===== config.mk =====
export PLATFORM = sky130hd
export DESIGN_NAME = ctrl_pipe_v3
export DESIGN_NICKNAME = d
export VERILOG_FILES = /design/src/rtl/ctrl_pipe_v3.sv
export SDC_FILE = /design/constraint.sdc
export NUM_CORES = 1
export LEC_CHECK = 0
export CAP_MARGIN = 20
export CORE_MARGIN = 4
export CORE_UTILIZATION = 38
export DETAILED_ROUTE_END_ITERATION = 12
export HOLD_SLACK_MARGIN = 0.15
export PLACE_DENSITY = 0.77
export SYNTH_ARGS = -nofsm -noshare
export SYNTH_HDL_FRONTEND = slang
export SYNTH_SLANG_ARGS = --single-unit
export TNS_END_PERCENT = 1

===== constraint.sdc =====
create_clock -name clk -period 1.55 [get_ports clk]
set_input_delay 0.155 -clock clk [delete_from_list [all_inputs] [get_ports clk]]
set_output_delay 0.155 -clock clk [all_outputs]
set_load 0.005 [all_outputs]

===== src/rtl/ctrl_pipe_v3.sv =====
// ctrl_pipe_v3: ID/EX, EX/MEM, MEM/WB control-word pipeline with bubbles.
// Optional PIPE_STATS_EN builds saturating bubble/stall counters.
module ctrl_pipe_v3 #(
  parameter int CTRL_W    = 26,
  parameter int LOAD_BIT  = 0,
  parameter int REGWR_BIT = 3,
  parameter int REG_AW    = 5,
  parameter int CNT_W     = 32
) (
  input  logic              clk,
  input  logic              reset_n,
  input  logic [CTRL_W-1:0] ctrl_in,
  input  logic              cmux,
  input  logic              id_valid,
  input  logic [REG_AW-1:0] id_dest,
  input  logic [REG_AW-1:0] id_rs,
  input  logic [REG_AW-1:0] id_rt,
  input  logic              flush,
  input  logic              stall_in,
  output logic [CTRL_W-1:0] ex_ctrl,
  output logic [CTRL_W-1:0] mem_ctrl,
  output logic [CTRL_W-1:0] wb_ctrl,
  output logic              ex_valid,
  output logic              mem_valid,
  output logic              wb_valid,
  output logic [REG_AW-1:0] ex_dest,
  output logic [REG_AW-1:0] mem_dest,
  output logic [REG_AW-1:0] wb_dest,
  output logic              wb_regwrite,
  output logic              hazard_stall,
  output logic [CNT_W-1:0]  bubble_count,
  output logic [CNT_W-1:0]  stall_count
);

  typedef struct packed {
    logic              valid;
    logic [REG_AW-1:0] dest;
    logic [CTRL_W-1:0] ctrl;
  } stage_t;

  stage_t ex_q, mem_q, wb_q, ex_d;
  logic   take;
  logic   src_hit;

  assign src_hit = (ex_q.dest == id_rs)
                 | (ex_q.dest == id_rt);

  assign hazard_stall = ex_q.valid
                      & ex_q.ctrl[LOAD_BIT]
                      & (ex_q.dest != '0)
                      & id_valid
                      & src_hit;

  // A bubble is the all-zero record.
  assign take = id_valid & cmux
              & ~flush & ~hazard_stall;

  always_comb begin
    ex_d = '0;
    if (take) begin
      ex_d.valid = 1'b1;
      ex_d.dest  = id_dest;
      ex_d.ctrl  = ctrl_in;
    end
  end

  always_ff @(posedge clk) begin
    if (!reset_n) begin
      ex_q  <= '0;
      mem_q <= '0;
      wb_q  <= '0;
    end else if (!stall_in) begin
      wb_q  <= mem_q;
      mem_q <= ex_q;
      ex_q  <= ex_d;
    end
  end

  assign ex_ctrl   = ex_q.ctrl;
  assign mem_ctrl  = mem_q.ctrl;
  assign wb_ctrl   = wb_q.ctrl;
  assign ex_valid  = ex_q.valid;
  assign mem_valid = mem_q.valid;
  assign wb_valid  = wb_q.valid;
  assign ex_dest   = ex_q.dest;
  assign mem_dest  = mem_q.dest;
  assign wb_dest   = wb_q.dest;

  assign wb_regwrite = wb_q.valid
                     & wb_q.ctrl[REGWR_BIT]
                     & (wb_q.dest != '0);

`ifdef PIPE_STATS_EN
  logic [CNT_W-1:0] bub_q, stl_q;
  logic             bub_inc;

  assign bub_inc = ~stall_in & id_valid
                 & (flush | hazard_stall | ~cmux);

  always_ff @(posedge clk) begin
    if (!reset_n) begin
      bub_q <= '0;
      stl_q <= '0;
    end else begin
      if (bub_inc && bub_q != '1)
        bub_q <= bub_q + 1'b1;
      if (stall_in && stl_q != '1)
        stl_q <= stl_q + 1'b1;
    end
  end

  assign bubble_count = bub_q;
  assign stall_count  = stl_q;
`else
  assign bubble_count = '0;
  assign stall_count  = '0;
`endif

endmodule


; ---- After elaboration in Yosys (flattened, before gate mapping)
; Index checks and enable logic that the tools add are counted.
[classes]
n_eq_ne = 2
muxes = 1
n_bitwise = 12
n_reduce_logical = 2
[op_table]
columns = op, count
row1 = $mux 32, 1
row2 = $eq 5x5->1, 2
row3 = $reduce_bool 5->1, 2
row4 = $and 1x1->1, 9
row5 = $not 1->1, 2
row6 = $or 1x1->1, 1
[word_totals]
reg_bits = 96
inputBits = 47
wordCells = 26

; ---- Depth between registers and ports, before layout
; Gate-level depths: netlist of run 1.
[depth]
ltp_word = 7
mapped_depth = 6

; ---- Worst setup path after synthesis of run 1
; No wires, ideal clock.
[synth_path]
path_type = register to output
start = register ex_q (netlist bit ex_dest[0])
end = output port hazard_stall
arrival_ns = 1.423
setup_slack_ns = -0.028
stages_incl_launch_ff = 4
path_buffers = 0
cell_sequence = dfxtp_1 -> or4_4 -> o2111ai_4 -> and2b_2
[synth_via]
elab_chain_len = 4
elab_cells_between_ends = 7
cone_classes = eq/ne: 2 / bitwise: 4 / reduce/logical: 1
[synth_rtl]
columns = element, line
row1 = "start, declared", 41  ; stage_t ex_q, mem_q, wb_q, ex_d;
row2 = "start signal, assigned", 69  ; ex_q <= '0;
row3 = "start signal, assigned", 75  ; ex_q <= ex_d;
row4 = $reduce_bool 5->1, 50  ; & (ex_q.dest != '0)
row5 = $and 1x1->1, 50
row6 = $and 1x1->1, 51  ; & id_valid
row7 = $and 1x1->1 *, 52  ; & src_hit;
row8 = "end, declared", 30  ; output logic hazard_stall,
; Every way passes the cells marked *; elsewhere a longest branch is shown, timed or not.

; ---- Worst setup path after layout of run 1
[layout_path]
start = register ex_q (netlist bit ex_dest[1])
end = output port hazard_stall
; The elaborated chain is that of the path after synthesis.

==> results of run 1 <==
[power by group]
group          internal [W]  leakage, nW  switching, W
combinational      0.000302         1.65      0.000265
clock               0.00129        0.145      0.000936
sequential          0.00251        0.778     0.0000311
total               0.00410         2.58       0.00123
[worst paths after layout]
kind                  end  slack, ns  depth (start not counted)
max          hazard_stall      -0.40                          4
min           wb_ctrl[19]       0.35                          3
max reg2reg    ex_dest[1]      -0.26                          5
min reg2reg   wb_ctrl[18]       0.52                          2
[stage by stage]
step,cell area [sq um],setup TNS (ns)
2_1_floorplan,4882,-0.02943
3_3_place_gp,6057,-8.127
3_5_place_dp,6057,-9.281
4_1_cts,6351,-8.000
5_1_grt,6362,-10.83
6_report,6362,-7.647
[cell families (layout without fill, tap and decap cells)]
| group | count (synthesis) | after routing |
|---|---|---|
| compound gates | 67 | 67 |
| buf+inv | 102 | 180 |
| other cells | 1 | 64 |
| simple gates | 137 | 137 |
| flops | 96 | 96 |
| xor+xnor | 10 | 10 |
| mux | 64 | 64 |
[placed cells by master (no fill, tap or decap), types with 2 or more instances in the layout]
master,instances
nor2b_1,64
o21ai_0,3
clkdlybuf4s50_1,138
nand2_1,2
nand3_1,33
and3_1,31
mux2i_1,64
buf_12,3
a22oi_1,22
conb_1,64
o21ai_2,4
buf_6,2
clkbuf_16,9
clkinv_2,2
dfxtp_1,91
dlygate4sd2_1,2
buf_4,18
dfxtp_2,5
a22oi_2,9
o21ai_1,25
xnor2_1,10
[critical path: cells and delay by family (launching register included)]
family / cells / cell delay, ns
and+or+nand+nor: 2 / 0.81
DFF: 1 / 0.32
AOI/OAI and AO/OA: 1 / 0.21
buffers and inverters: 1 / 0.12
[area by class of cell]
type                       instances  area (sq um)  share of cell area [%]
clock inverter                     5         56.30                  0.8850
timing repair buffer             164          1622                   25.49
sequential                        96          1928                   30.30
clock buffer                      11         242.7                   3.815
tap                              147         183.9                   2.891
multi-input combinational        342          2330                   36.62
[sequential cells by signal (all words and copies together) (netlist names)]
| name | flops |
|---|---|
| ex_ctrl | 26 |
| mem_ctrl | 26 |
| wb_ctrl | 26 |
| ex_dest | 5 |
| mem_dest | 5 |
| wb_dest | 5 |
| ex_valid | 1 |
| mem_valid | 1 |
| wb_valid | 1 |
[cells in the mapped netlist (2+ instances only)]
cell type,n
dfxtp_1,96
buf_4,65
mux2i_1,64
nor2b_1,64
nand3_1,33
and3_1,31
o21ai_1,25
a22oi_1,22
clkbuf_1,21
buf_2,10
xnor2_1,10
a22oi_2,9
o21ai_2,4
buf_6,3
o21ai_0,3
and2_1,2
buf_1,2
nand2_1,2
[routing by layer]
| metal | global-route usage, % | part of all wire [%] | up-vias |
|---|---|---|---|
| li1 | - | - | 1792 |
| met1 | 18.97 | 42 | 1694 |
| met2 | 27.64 | 48 | 150 |
| met3 | 4.354 | 7.5 | 23 |
| met4 | 7.965 | 2.6 | 0 |
| met5 | 0 | 0 | - |
[repair_timing]
| action | in CTS | in global routing |
|---|---|---|
| pin swaps | 3 | 0 |
| endpoints found under the setup margin | 37 | 36 |
| setup buffers | 0 | 0 |
| resized for setup | 10 | 5 |
| gates cloned | 0 | 0 |
==> impl_metrics.py, run 1 <==
metrics = {
    "route": {
        "ant_nets": 0,
        "drc_errors": 0,
        "vias": 3659,
        "drtPass1Iterations": 4,
        "drt_wl_total_mm": 11.52,
        "avgViaCountPerCell": 4.783,
        "post_drt_wl_per_cell_um": 15.06,
        "drtIter0Drc": 173,
    },
    "cts": {
        "clockRootBuffer": "clkbuf_16",
        "numCtsBuffers": 9,
        "cts-hold-fix-buffers": 0,
        "insertion_delay_ns": 0.34,
        "ctsLongestPathBuffers": 2,
        "cts_sinks": 96,
        "clk_pin_slew_ns": 0.06,
        "cts_tree": "built",
        "cts_max_level": 3,
    },
    "grt": {
        "grt_pass1_wl_mm": 18.48,
        "grt_use_total_pct": 16.30,
        "overflow": 0,
        "grt_pass1_vias": 3609,
        "grt_max_degree": 88,
        "grt_antenna_before_repair": 0,
    },
    "worst_setup_path": {
        "crit_start": "ex_dest[1]",
        "worstPathArrival_ns": 1.79,
        "critPathRequiredTime_ns": 1.39,
        "cp_slowest_stage_delay_ns": 0.54,
        "critPathKind": "reg -> out",
        "worstPathMaxFanout": 2,
        "r2r-start": "ex_dest[1]",
        "cp_slowest_cell": "or4_4",
        "crit_chain": "or4_4 -> o2111ai_4 -> and2b_2 -> buf_6",
        "cp-start-kind": "flop",
        "worst_setup_path_end_kind": "primary output",
    },
    "synthesis": {
        "synth_warnings": 0,
        "synthAdderAreaFrac_pct": 0,
        "synth_edf_count": 0,
        "synth_top_area_cell": "dfxtp_1",
        "synth_xor_area_share_pct": 1.886,
        "postSynthCellCount": 477,
        "yosysTopAreaCellShare_pct": 41.39,
        "synth.area.mux_share_pct": 13.80,
        "avgSynthCellArea_sq_um": 9.734,
        "yosys.area_share.simple_pct": 17.70,
        "synth_top_family_by_area": "simple AND/OR/NAND/NOR gates",
        "ys_seq_area_share_pct": 41.39,
        "ys_ff_latch": 96,
        "synth_cell_type_count": 29,
        "synth-compound-area-share_pct": 10.86,
        "synthesis.area_sq_um": 4643,
        "synthTopCellsByArea": "dfxtp_1 41%, mux2i_1 14%, buf_4 11%",
        "synth-async-reset-ratio_pct": 0,
        "synth_ff_type": "dfxtp_1",
    },
    "cells_and_area": {
        "utilization_pct": 52.97,
        "final_net_count": 660,
        "drive_gt1_share_pct": 10.68,
        "layout.cells.non_filler": 765,
        "area_growth_pct": 37.03,
        "num_antenna_cells": 0,
        "n_fill_cell": 1082,
    },
    "power_and_ir_drop": {
        "vdd.ir_drop.worst_mv": 0.5137,
        "power_leakage_nw": 2.578,
        "p_per_area_nw_per_um2": 838.2,
        "power.total_w": 0.005333,
    },
    "run_status": {
        "status": "complete, but fails checks",
        "violations": "negative setup slack",
    },
    "floorplanning": {
        "core_area_sq_um": 12010,
        "dieWidth_um": 118.5,
        "rows": 40,
        "ios": 209,
        "die_h_um": 118.5,
        "start_util_pct": 38.66,
        "die_area_sq_um": 14050,
    },
    "place": {
        "io_buffers": 144,
        "finalWeightedCongestion": 0.7787,
        "place_ws_ns": -0.4205,
        "dp_hpwl_mm": 8.202,
        "dp_cells": 749,
    },
    "timing": {
        "holdWs_ns": 0.3455,
        "hold_violations": 0,
        "rsz0062_at_grt": "yes",
        "finalClockSkew_ns": 0.005309,
        "fin_crit_ns": 1.949,
        "fin_ws_ns": -0.3989,
        "final.period_utilization_pct": 125.7,
        "max_freq_ghz": 0.5131,
        "worst_pin_slew_ns": 0.7245,
        "finalMaxSlewViolations": 0,
        "setup_viol": 34,
        "slew_headroom_pct": 51.70,
    },
    "worst_hold_path": {
        "min-delay-start": "reset_n",
        "min_path_type": "in -> reg",
    },
    "run": {
        "cap_violations": 0,
    },
}
Power figures use the tool's default switching activity.
==> inputs of run 2 (changes only) <==
--- a/config.mk
+++ b/config.mk
@@ -8,6 +8,7 @@
 export CAP_MARGIN = 20
 export CORE_MARGIN = 4
 export CORE_UTILIZATION = 38
+export CTS_CLUSTER_SIZE = 16
 export DETAILED_ROUTE_END_ITERATION = 12
 export HOLD_SLACK_MARGIN = 0.15
 export PLACE_DENSITY = 0.77
==> results of run 2 <==
No change in the layout: final DEF, timing and power equal those of run 1.
==> inputs of run 3 (changes only) <==
--- a/config.mk
+++ b/config.mk
@@ -12,6 +12,7 @@
 export DETAILED_ROUTE_END_ITERATION = 12
 export HOLD_SLACK_MARGIN = 0.15
 export PLACE_DENSITY = 0.77
+export SKIP_LAST_GASP = 1
 export SYNTH_ARGS = -nofsm -noshare
 export SYNTH_HDL_FRONTEND = slang
 export SYNTH_SLANG_ARGS = --single-unit
==> run 3 against run 2 <==
- the flow still finishes with violations (negative setup slack)
- sequential cell count stayed put
- power hardly changed
- global-route usage stayed put
- die area stayed put
- utilization is 0.094 points lower
- via count hardly changed
- register-to-register slack hardly changed
- routed wire length hardly changed
- highest routed layer unchanged
==> impl_metrics.py, run 3 (synthesis gave the netlist of run 1 again) <==
metrics = {
    "floorplanning": {
        "ios": 209,
        "rows": 40,
        "dieWidth_um": 118.5,
        "die_area_sq_um": 14050,
        "die_h_um": 118.5,
        "start_util_pct": 38.66,
        "core_area_sq_um": 12010,
    },
    "worst_setup_path": {
        "ff2ff_setup_slack_ns": -0.26,
        "critPathRequiredTime_ns": 1.39,
        "worstPathMaxFanout": 2,
        "r2r-start": "ex_dest[1]",
        "worstPathArrival_ns": 1.81,
        "worst_setup_path_end_kind": "primary output",
        "critPathKind": "reg -> out",
        "r2r_end": "ex_ctrl[7]",
        "cp-start-kind": "flop",
        "worstRegToRegCells": 5,
    },
    "run": {
        "cap_violations": 0,
    },
    "timing": {
        "worst_pin_slew_ns": 0.7323,
        "slew_headroom_pct": 51.18,
        "finalMaxSlewViolations": 0,
        "fin_crit_ns": 1.964,
        "setup_viol": 36,
        "hold_violations": 0,
        "fin_ws_ns": -0.4142,
        "rsz0062_at_grt": "yes",
        "finalClockSkew_ns": 0.004941,
        "max_freq_ghz": 0.5091,
        "final.period_utilization_pct": 126.7,
        "final.setup.tns_ns": -8.096,
    },
    "power_and_ir_drop": {
        "power.total_w": 0.005332,
        "p_per_area_nw_per_um2": 839.5,
        "power_leakage_nw": 2.567,
        "vdd.ir_drop.worst_mv": 0.5106,
    },
    "cts": {
        "clockRootBuffer": "clkbuf_16",
        "cts_max_level": 3,
        "cts_tree": "built",
        "numCtsBuffers": 9,
        "insertion_delay_ns": 0.34,
        "post_cts_buffers": 0,
        "clk_pin_slew_ns": 0.06,
        "ctsLongestPathBuffers": 2,
        "cts_sinks": 96,
    },
    "cells_and_area": {
        "fin_area_sq_um": 6351,
        "final_net_count": 660,
        "num_antenna_cells": 0,
        "layout_common_cells": "141 x clkdlybuf4s50_1, 94 x dfxtp_1, 64 x mux2i_1, 64 x nor2b_1, 64 x conb_1",
        "drive_gt1_share_pct": 9.871,
        "mostFrequentLayoutCell": "clkdlybuf4s50_1",
        "area_growth_pct": 36.78,
        "n_fill_cell": 1083,
    },
    "route": {
        "avgViaCountPerCell": 4.780,
        "vias": 3657,
        "drtIter0Drc": 169,
        "post_drt_wl_per_cell_um": 15.05,
        "drt_wl_total_mm": 11.52,
        "drtPass1Iterations": 4,
        "ant_nets": 0,
        "drc_errors": 0,
    },
    "grt": {
        "grt_antenna_before_repair": 0,
        "overflow": 0,
        "grt_pass1_wl_mm": 18.48,
        "grt_max_degree": 88,
        "grt_use_total_pct": 16.30,
        "grt_pass1_vias": 3609,
    },
    "place": {
        "place_area_sq_um": 6057,
        "finalWeightedCongestion": 0.7787,
        "dp_hpwl_mm": 8.202,
        "io_buffers": 144,
    },
    "worst_hold_path": {
        "min_to": "ex_ctrl[15]",
        "min_path_type": "in -> reg",
        "whs_path_depth": 5,
        "min-delay-start": "stall_in",
    },
    "run_status": {
        "status": "complete, but fails checks",
        "violations": "negative setup slack",
    },
}
## run 3: cell count changes in the layout (fill, tap and decap cells not counted), sizes merged
| cell | delta |
|---|---|
| dlygate4sd2 | -2 |
| clkbuf | -1 |
| clkdlybuf4s50 | +3 |
## run 3: through the flow
step | utilization [%] | instances | worst slack (ns) | hold slack, ns
CTS | 52.88 | 765 | -0.4275 | 0.3259
global route | 52.88 | 765 | -0.4596 | 0.3566
finish | 52.88 | 765 | -0.4142 | 0.3452
floorplan | - | 540 | -0.01807 | 0.2916
detailed placement | 50.43 | 749 | -0.4205 | 0.5065
global placement | 50.43 | 749 | -0.4133 | 0.4970
## run 3: how the worst max path moves through the flow
stage	start	to	slack, ns	depth (start not counted)
2_1_floorplan	ex_dest[0]	hazard_stall	-0.02	3
3_3_place_gp	id_rt[4]	hazard_stall	-0.41	6
3_5_place_dp	id_rt[4]	hazard_stall	-0.42	6
4_1_cts	ex_dest[1]	hazard_stall	-0.43	4
5_1_grt	ex_dest[1]	hazard_stall	-0.46	4
6_report	ex_dest[1]	hazard_stall	-0.41	4
## run 3: cell type report
class | count | area (sq um) | share of cell area (%)
clock inverter | 5 | 56.30 | 0.8865
clock buffer | 11 | 242.7 | 3.822
sequential | 96 | 1924 | 30.30
timing repair buffer | 164 | 1619 | 25.49
tap | 147 | 183.9 | 2.896
multi-input combinational | 342 | 2325 | 36.60
## run 3: critical path, cell delays in order, from the launching register on
cell and delay [ns]:
dfxtp_2 0.32, or4_4 0.54, o2111ai_4 0.21, and2b_2 0.27
buf_2 0.13
## run 3: per-layer routing
metal	wire length (um)	global-route usage, %
met5	0	0
met4	297	7.965
met3	923	4.354
met2	5501	27.64
met1	4794	18.97
## run 3: what timing repair did
item / 4_1_cts / 5_1_grt
resized for setup: 4 / 0
pin swaps: 2 / 0
hold buffers: 0 / 0
setup endpoints to repair: 37 / 39
## run 3: report_power, final
group | switching (W) | internal, W | total [W]
combinational | 0.000266 | 0.000302 | 0.000568
sequential | 0.0000310 | 0.00251 | 0.00254
clock | 0.000935 | 0.00129 | 0.00223
